$ cat src/rtl/arbitro_rr_pkg.sv
// arbitro_rr shared definitions: FSM state encoding and default geometry.
// Optional round-robin grant is enabled with ARBITRO_RR_EN.
package arbitro_rr_pkg;

    typedef enum logic {
        IDLE   = 1'b0,
        ACTIVE = 1'b1
    } state_t;

    localparam int WORD_DEF  = 10;
    localparam int PORTS_DEF = 4;

    // Low bit of slice idx in a flattened bank of w-bit words
    function automatic int slice_lo(input int idx, input int w);
        return idx * w;
    endfunction

endpackage

$ cat src/rtl/arbitro_rr_if.sv
// FIFO-bank side of arbitro_rr: input FIFO heads/pops and output FIFO pushes.
// Optional round-robin grant is enabled with ARBITRO_RR_EN.
interface arbitro_rr_if #(
    parameter int FIFO_WORD_SIZE = 10,
    parameter int NUM_PORTS      = 4
);
    logic [NUM_PORTS-1:0]                empty;
    logic [NUM_PORTS-1:0]                almostfull;
    logic [NUM_PORTS*FIFO_WORD_SIZE-1:0] data_in;
    logic [NUM_PORTS-1:0]                pop;
    logic [NUM_PORTS-1:0]                push;
    logic [NUM_PORTS*FIFO_WORD_SIZE-1:0] data_out;
    logic                                idle;

    modport master (
        output empty, almostfull, data_in,
        input  pop, push, data_out, idle
    );

    modport slave (
        input  empty, almostfull, data_in,
        output pop, push, data_out, idle
    );
endinterface

$ cat src/rtl/arbitro_rr_picker.sv
// rr_picker: one-hot grant plus index from a request vector.
// ARBITRO_RR_EN selects round-robin after ptr; otherwise lowest index wins.
module rr_picker #(
    parameter int N = 4,
    parameter int W = $clog2(N)
) (
    input  logic [N-1:0] req,
`ifdef ARBITRO_RR_EN
    input  logic [W-1:0] ptr,
`endif
    output logic [N-1:0] gnt,
    output logic [W-1:0] idx
);

    logic found;

`ifdef ARBITRO_RR_EN
    always_comb begin
        gnt   = '0;
        idx   = '0;
        found = 1'b0;
        // Search starts just past the last winner and wraps
        for (int k = 1; k <= N; k++) begin
            int j;
            j = (int'(ptr) + k) % N;
            if (!found && req[j]) begin
                found  = 1'b1;
                gnt[j] = 1'b1;
                idx    = W'(j);
            end
        end
    end
`else
    always_comb begin
        gnt   = '0;
        idx   = '0;
        found = 1'b0;
        for (int j = 0; j < N; j++) begin
            if (!found && req[j]) begin
                found  = 1'b1;
                gnt[j] = 1'b1;
                idx    = W'(j);
            end
        end
    end
`endif

endmodule

$ cat src/rtl/arbitro_rr.sv
// arbitro_rr: routes one input FIFO head per cycle to its destination FIFO.
// ARBITRO_RR_EN enables round-robin fairness; default is fixed priority.
module arbitro_rr
    import arbitro_rr_pkg::*;
#(
    parameter int FIFO_WORD_SIZE = WORD_DEF,
    parameter int NUM_PORTS      = PORTS_DEF
) (
    input logic       clk,
    input logic       reset_L,
    arbitro_rr_if.slave bus
);

    localparam int FW     = FIFO_WORD_SIZE;
    localparam int DEST_W = $clog2(NUM_PORTS);

    logic [NUM_PORTS-1:0]    req;
    logic [NUM_PORTS-1:0]    gnt;
    logic [DEST_W-1:0]       gnt_idx;
    logic [DEST_W-1:0]       dest_i;
    logic [FW-1:0]           gnt_word;
    logic [DEST_W-1:0]       gnt_dest;
    logic                    any_gnt;

    logic [NUM_PORTS-1:0]    push_q;
    logic [NUM_PORTS*FW-1:0] data_q;
    state_t                  state;

    // Blocking is per destination; reset gates every request so pop drops
    always_comb begin
        req    = '0;
        dest_i = '0;
        for (int i = 0; i < NUM_PORTS; i++) begin
            dest_i = bus.data_in[slice_lo(i, FW) + FW - 1 -: DEST_W];
            req[i] = reset_L && !bus.empty[i] && !bus.almostfull[dest_i];
        end
    end

`ifdef ARBITRO_RR_EN
    logic [DEST_W-1:0] ptr;

    rr_picker #(.N(NUM_PORTS), .W(DEST_W)) u_picker (
        .req (req),
        .ptr (ptr),
        .gnt (gnt),
        .idx (gnt_idx)
    );

    always_ff @(posedge clk) begin
        if (!reset_L)
            ptr <= DEST_W'(NUM_PORTS - 1);
        else if (any_gnt)
            ptr <= gnt_idx;
    end
`else
    rr_picker #(.N(NUM_PORTS), .W(DEST_W)) u_picker (
        .req (req),
        .gnt (gnt),
        .idx (gnt_idx)
    );
`endif

    assign any_gnt  = |gnt;
    assign gnt_word = bus.data_in[slice_lo(int'(gnt_idx), FW) +: FW];
    assign gnt_dest = gnt_word[FW-1 -: DEST_W];

    always_ff @(posedge clk) begin
        if (!reset_L) begin
            push_q <= '0;
            data_q <= '0;
            state  <= IDLE;
        end else begin
            push_q <= '0;
            data_q <= '0;
            if (any_gnt) begin
                push_q[gnt_dest] <= 1'b1;
                data_q[slice_lo(int'(gnt_dest), FW) +: FW] <= gnt_word;
                state <= ACTIVE;
            end else begin
                state <= IDLE;
            end
        end
    end

    assign bus.pop      = gnt;
    assign bus.push     = push_q;
    assign bus.data_out = data_q;
    assign bus.idle     = (state == IDLE);

endmodule

$ cat src/flat_wrapper.sv
// flat-port wrapper written by rule: the top's interface ports become plain ports
module arbitro_rr_flat import arbitro_rr_pkg::*;
#(
    parameter int FIFO_WORD_SIZE = WORD_DEF,
    parameter int NUM_PORTS      = PORTS_DEF
)
  (clk, reset_L, bus_empty, bus_almostfull, bus_data_in, bus_pop, bus_push, bus_data_out, bus_idle);
  arbitro_rr_if #(.FIFO_WORD_SIZE(FIFO_WORD_SIZE), .NUM_PORTS(NUM_PORTS)) bus_i ();
  input logic clk;
  input logic reset_L;
  input wire logic [$bits(bus_i.empty)-1:0] bus_empty;
  input wire logic [$bits(bus_i.almostfull)-1:0] bus_almostfull;
  input wire logic [$bits(bus_i.data_in)-1:0] bus_data_in;
  output wire logic [$bits(bus_i.pop)-1:0] bus_pop;
  output wire logic [$bits(bus_i.push)-1:0] bus_push;
  output wire logic [$bits(bus_i.data_out)-1:0] bus_data_out;
  output wire logic [$bits(bus_i.idle)-1:0] bus_idle;
  assign bus_i.empty = bus_empty;
  assign bus_i.almostfull = bus_almostfull;
  assign bus_i.data_in = bus_data_in;
  assign bus_pop = bus_i.pop;
  assign bus_push = bus_i.push;
  assign bus_data_out = bus_i.data_out;
  assign bus_idle = bus_i.idle;
  arbitro_rr #(.FIFO_WORD_SIZE(FIFO_WORD_SIZE), .NUM_PORTS(NUM_PORTS)) u_core (.clk(clk), .reset_L(reset_L), .bus(bus_i));
endmodule
$ cat config.mk
export PLATFORM = sky130hd
export DESIGN_NAME = arbitro_rr_flat
export DESIGN_NICKNAME = d
export VERILOG_FILES = /design/src/rtl/arbitro_rr_pkg.sv /design/src/rtl/arbitro_rr_if.sv /design/src/rtl/arbitro_rr_picker.sv /design/src/rtl/arbitro_rr.sv /design/src/flat_wrapper.sv
export SDC_FILE = /design/constraint.sdc
export NUM_CORES = 1
export LEC_CHECK = 0
export ABC_AREA = 0
export ABC_CLOCK_PERIOD_IN_PS = 4500
export CAP_MARGIN = 10
export CORE_ASPECT_RATIO = 1.4
export CORE_MARGIN = 8
export CORE_UTILIZATION = 44
export DETAILED_ROUTE_END_ITERATION = 10
export HOLD_SLACK_MARGIN = 0.08
export PLACE_DENSITY = 0.88
export REMOVE_ABC_BUFFERS = 1
export SETUP_SLACK_MARGIN = 0.02
export SLEW_MARGIN = 40
export SYNTH_ARGS = -nofsm -noshare
export SYNTH_HDL_FRONTEND = slang
export SYNTH_SLANG_ARGS = --single-unit
$ cat constraint.sdc
create_clock -name clk -period 4.5 [get_ports clk]
set_input_delay 1.35 -clock clk [delete_from_list [all_inputs] [get_ports clk]]
set_output_delay 1.35 -clock clk [all_outputs]
set_load 0.01 [all_outputs]
==> flow_metrics.env, run 1 <==
export IMPL_worst_endpoint_required_ps=3150
export IMPL_wl_met3_um=533
export IMPL_highest_layer="met4"
export IMPL_cp_num_buf_inv=3
export IMPL_synth_edf_count=0
export IMPL_synthArstFlopShare=0
export IMPL_power_internal_mw=0.863
export IMPL_synth_top_area_frac=0.334
export IMPL_path_max_fanout=2
export IMPL_ant_nets=0
export IMPL_worst_pin_slew_ps=383
export IMPL_setup_viol=0
export IMPL_holdPathStages=4
export IMPL_pre_cts_slack_ps=-263
export IMPL_nFillCells=438
export IMPL_syn_to_final_growth_pct=66.1
export IMPL_start_kind="input port"
export IMPL_n_antenna_cell=0
export IMPL_grt_pass1_vias=2971
export IMPL_fin_setup_tns_ps=0
export IMPL_port_buffers=98
export IMPL_switching_share=0.317
export IMPL_worstHoldEndpoint="u_core.bus.data_out[3]"
export IMPL_crit_slowest_cell="clkdlybuf4s50_1"
export IMPL_powerDensity_nw_per_um2=310
export IMPL_cts_root_buf="clkbuf_8"
export IMPL_slew_viol_final=0
export IMPL_pwr_share_seq=0.304
export IMPL_clkPwrFrac=0.274
export IMPL_wl_met1_mm=3.14
export IMPL_grt_pass1_wl_mm=14.1
export IMPL_fin_ws_ps=103
export IMPL_synth_seq_cells=41
export IMPL_max_slew_margin_rel=0.737
export IMPL_ys_warnings_count=0
export IMPL_htreeDepth=2
export IMPL_dieArea_sq_um=8260
export IMPL_dp_hpwl_mm=7.24
export IMPL_irDropWorstVdd_v=0.000157
export IMPL_cp_num_cells=7
export IMPL_drt_iter0_drc=240
export IMPL_end_kind="primary output"
export IMPL_start_util=0.451
export IMPL_vias=2855
export IMPL_ys_seq_area_frac=0.334
export IMPL_grt_setup_unrepaired="no"
export IMPL_grt_total_usage=0.210
export IMPL_die_h_um=104
export IMPL_crit_family="buffers and inverters"
export IMPL_totalWireLength_mm=8.86
export IMPL_cts_buffer_depth=2
export IMPL_hold_viol=0
export IMPL_drcViolationCount=0
export IMPL_dr_pass1_iters=5
export IMPL_met2_length_mm=4.98
export IMPL_hold_buffers=0
export IMPL_synth_ff_type="dfxtp_1"
export IMPL_synth_area_leaders="dfxtp_1 (33%), nor2_1 (4.6%), ha_1 (4.1%), nand2_1 (3.8%), mux2i_1 (3.7%)"
export IMPL_io_pins=99
export IMPL_grt_overflow=0
export IMPL_p_switching_mw=0.400
export IMPL_fin_crit_sh=0.977
export IMPL_max_stage_delay_ps=500
export IMPL_critPathKind="in -> out"
export IMPL_place_congestion=0.907
export IMPL_hold_class="in -> reg"
export IMPL_cts_tree="yes"
export IMPL_dieWidth_um=79.1
export IMPL_core_area_sq_um=5450
export IMPL_post_drt_via_cell_ratio=5.55
export IMPL_p_comb_frac=0.423
export IMPL_synth_common_cells="dfxtp_1 (41), nor2_1 (30), nand2_1 (25), o21ai_0 (13), nand3_1 (12)"
export IMPL_layout_min_cycle_time_ps=4400
export IMPL_rows=32
export IMPL_synth_most_common_cell="dfxtp_1"
export IMPL_layout_nets=503
export IMPL_synth_cell_types=60
export IMPL_routedWlPerCell_um=17.2
export IMPL_layout_drive_gt1_share=0.224
export IMPL_crit_chain="clkdlybuf4s50_1 > and3b_1 > a2bb2oi_4 > nand2_2 > or3_1 > inv_1 > dlygate4sd2_1"
export IMPL_outcome="finished, final reports clean"
export IMPL_cts_sinks=41
export IMPL_yosys_area_top_type="dfxtp_1"
export IMPL_grt_max_degree=18
export IMPL_syn_inst=289
export IMPL_cts_clk_slew_worst_paths_ps=70
export IMPL_crit_arrival_ps=3050
export IMPL_max_cap_violations=0
export IMPL_fmax_ghz=0.227
export IMPL_antenna_found_initial=0
export IMPL_p_leak_nw=1.74
export IMPL_syn_area_sq_um=2450
export IMPL_min_from="bus_data_in[1]"
export IMPL_cts_inserted_buffers=5
export IMPL_syn_area_per_cell_sq_um=8.49
==> cell families after synthesis <==
logic type | Yosys count | share of synthesized area
AO/OA/AOI/OAI | 75 | 0.235
adder cells (fa/ha/maj) | 8 | 0.0408
buffers and inverters | 29 | 0.0581
flip-flops | 41 | 0.334
multiplexers | 20 | 0.0917
AND/OR/NAND/NOR | 116 | 0.240
==> metal layers <==
layer	track usage	vias to the layer above
met5	0	-
met4	0.0864	0
met3	0.0337	19
met2	0.424	126
met1	0.192	1326
li1	-	1384
==> flip-flops by register name (all words and copies together), names as in the netlist <==
| name | count |
|---|---|
| u_core.bus.data_out | 39 |
| u_core.bus.push | 1 |
| u_core.state | 1 |
==> placed cells by master, fill, tap and decap left out, types with 7 or more instances in the layout <==
master,synthesis,routed
ha_1,8,8
mux2_2,8,8
nand2_1,25,25
o21ai_0,13,13
buf_4,6,67
dlygate4sd2_1,0,8
and2_1,7,7
a21oi_1,10,10
nand3_1,12,12
nor3_1,8,8
inv_1,10,10
dfxtp_1,41,41
nor2_1,30,29
clkdlybuf4s50_1,0,86
mux2i_1,9,8
==> worst max-delay path by stage <==
stage | from | end | slack, ps
after floorplan | bus_data_in[9] | u_core.bus.data_out[13] | 90
after global placement | reset_L | bus_pop[3] | -190
after detailed placement | reset_L | bus_pop[3] | -260
after CTS | bus_data_in[8] | bus_pop[1] | 50
after global routing | bus_data_in[29] | u_core.bus.data_out[34] | 6
final | bus_empty[1] | bus_pop[3] | 100
==> power groups by stage <==
stage | Combinational, mW | Clock [mW] | Sequential (mW)
floorplan | 0.237 | 0 | 0.402
global placement | 0.509 | 0 | 0.391
detailed placement | 0.522 | 0 | 0.392
CTS | 0.523 | 0.348 | 0.384
global route | 0.576 | 0.361 | 0.385
finish | 0.534 | 0.346 | 0.383
==> stage by stage <==
step	instance area (sq um)	instances	utilization	total power, mW	hold WS, ps
2_1_floorplan	2360	273	-	0.638	1640
3_3_place_gp	3920	505	0.720	0.901	2090
3_5_place_dp	3920	505	0.720	0.914	2090
4_1_cts	4060	514	0.745	1.25	1900
5_1_grt	4080	514	0.749	1.32	1950
6_report	4080	514	0.749	1.26	1900
==> cell type report <==
cell class	instances	area, sq um	share of cell area
multi-input cells	219	1510	0.369
repair buffers	165	1480	0.364
flip-flops and latches	41	821	0.201
well taps	68	85.1	0.0209
clock buffers	5	68.8	0.0169
clock inverters	3	65.1	0.0160
inverters	13	48.8	0.0120
==> what timing repair did <==
| action | CTS | global route |
|---|---|---|
| cloned | 0 | 0 |
| pin swaps | 1 | 1 |
| resized for setup | 9 | 7 |
| hold endpoints to repair | 0 | 0 |
| endpoints found under the setup margin | 4 | 7 |
| buffers inserted | 1 | 0 |
==> worst min-delay path, stage by stage <==
cell and delay, ps:
clkdlybuf4s50_1 430, o32a_1 190, nand4_1 90, o31ai_1 80
(Power assumes the default switching activity.)
==> run 2, diff against run 1 <==
--- a/config.mk
+++ b/config.mk
@@ -20,3 +20,4 @@
 export SYNTH_ARGS = -nofsm -noshare
 export SYNTH_HDL_FRONTEND = slang
 export SYNTH_SLANG_ARGS = --single-unit
+export TNS_END_PERCENT = 100
==> results of run 2 <==
Final layout, timing and power as in run 1 (identical DEF).
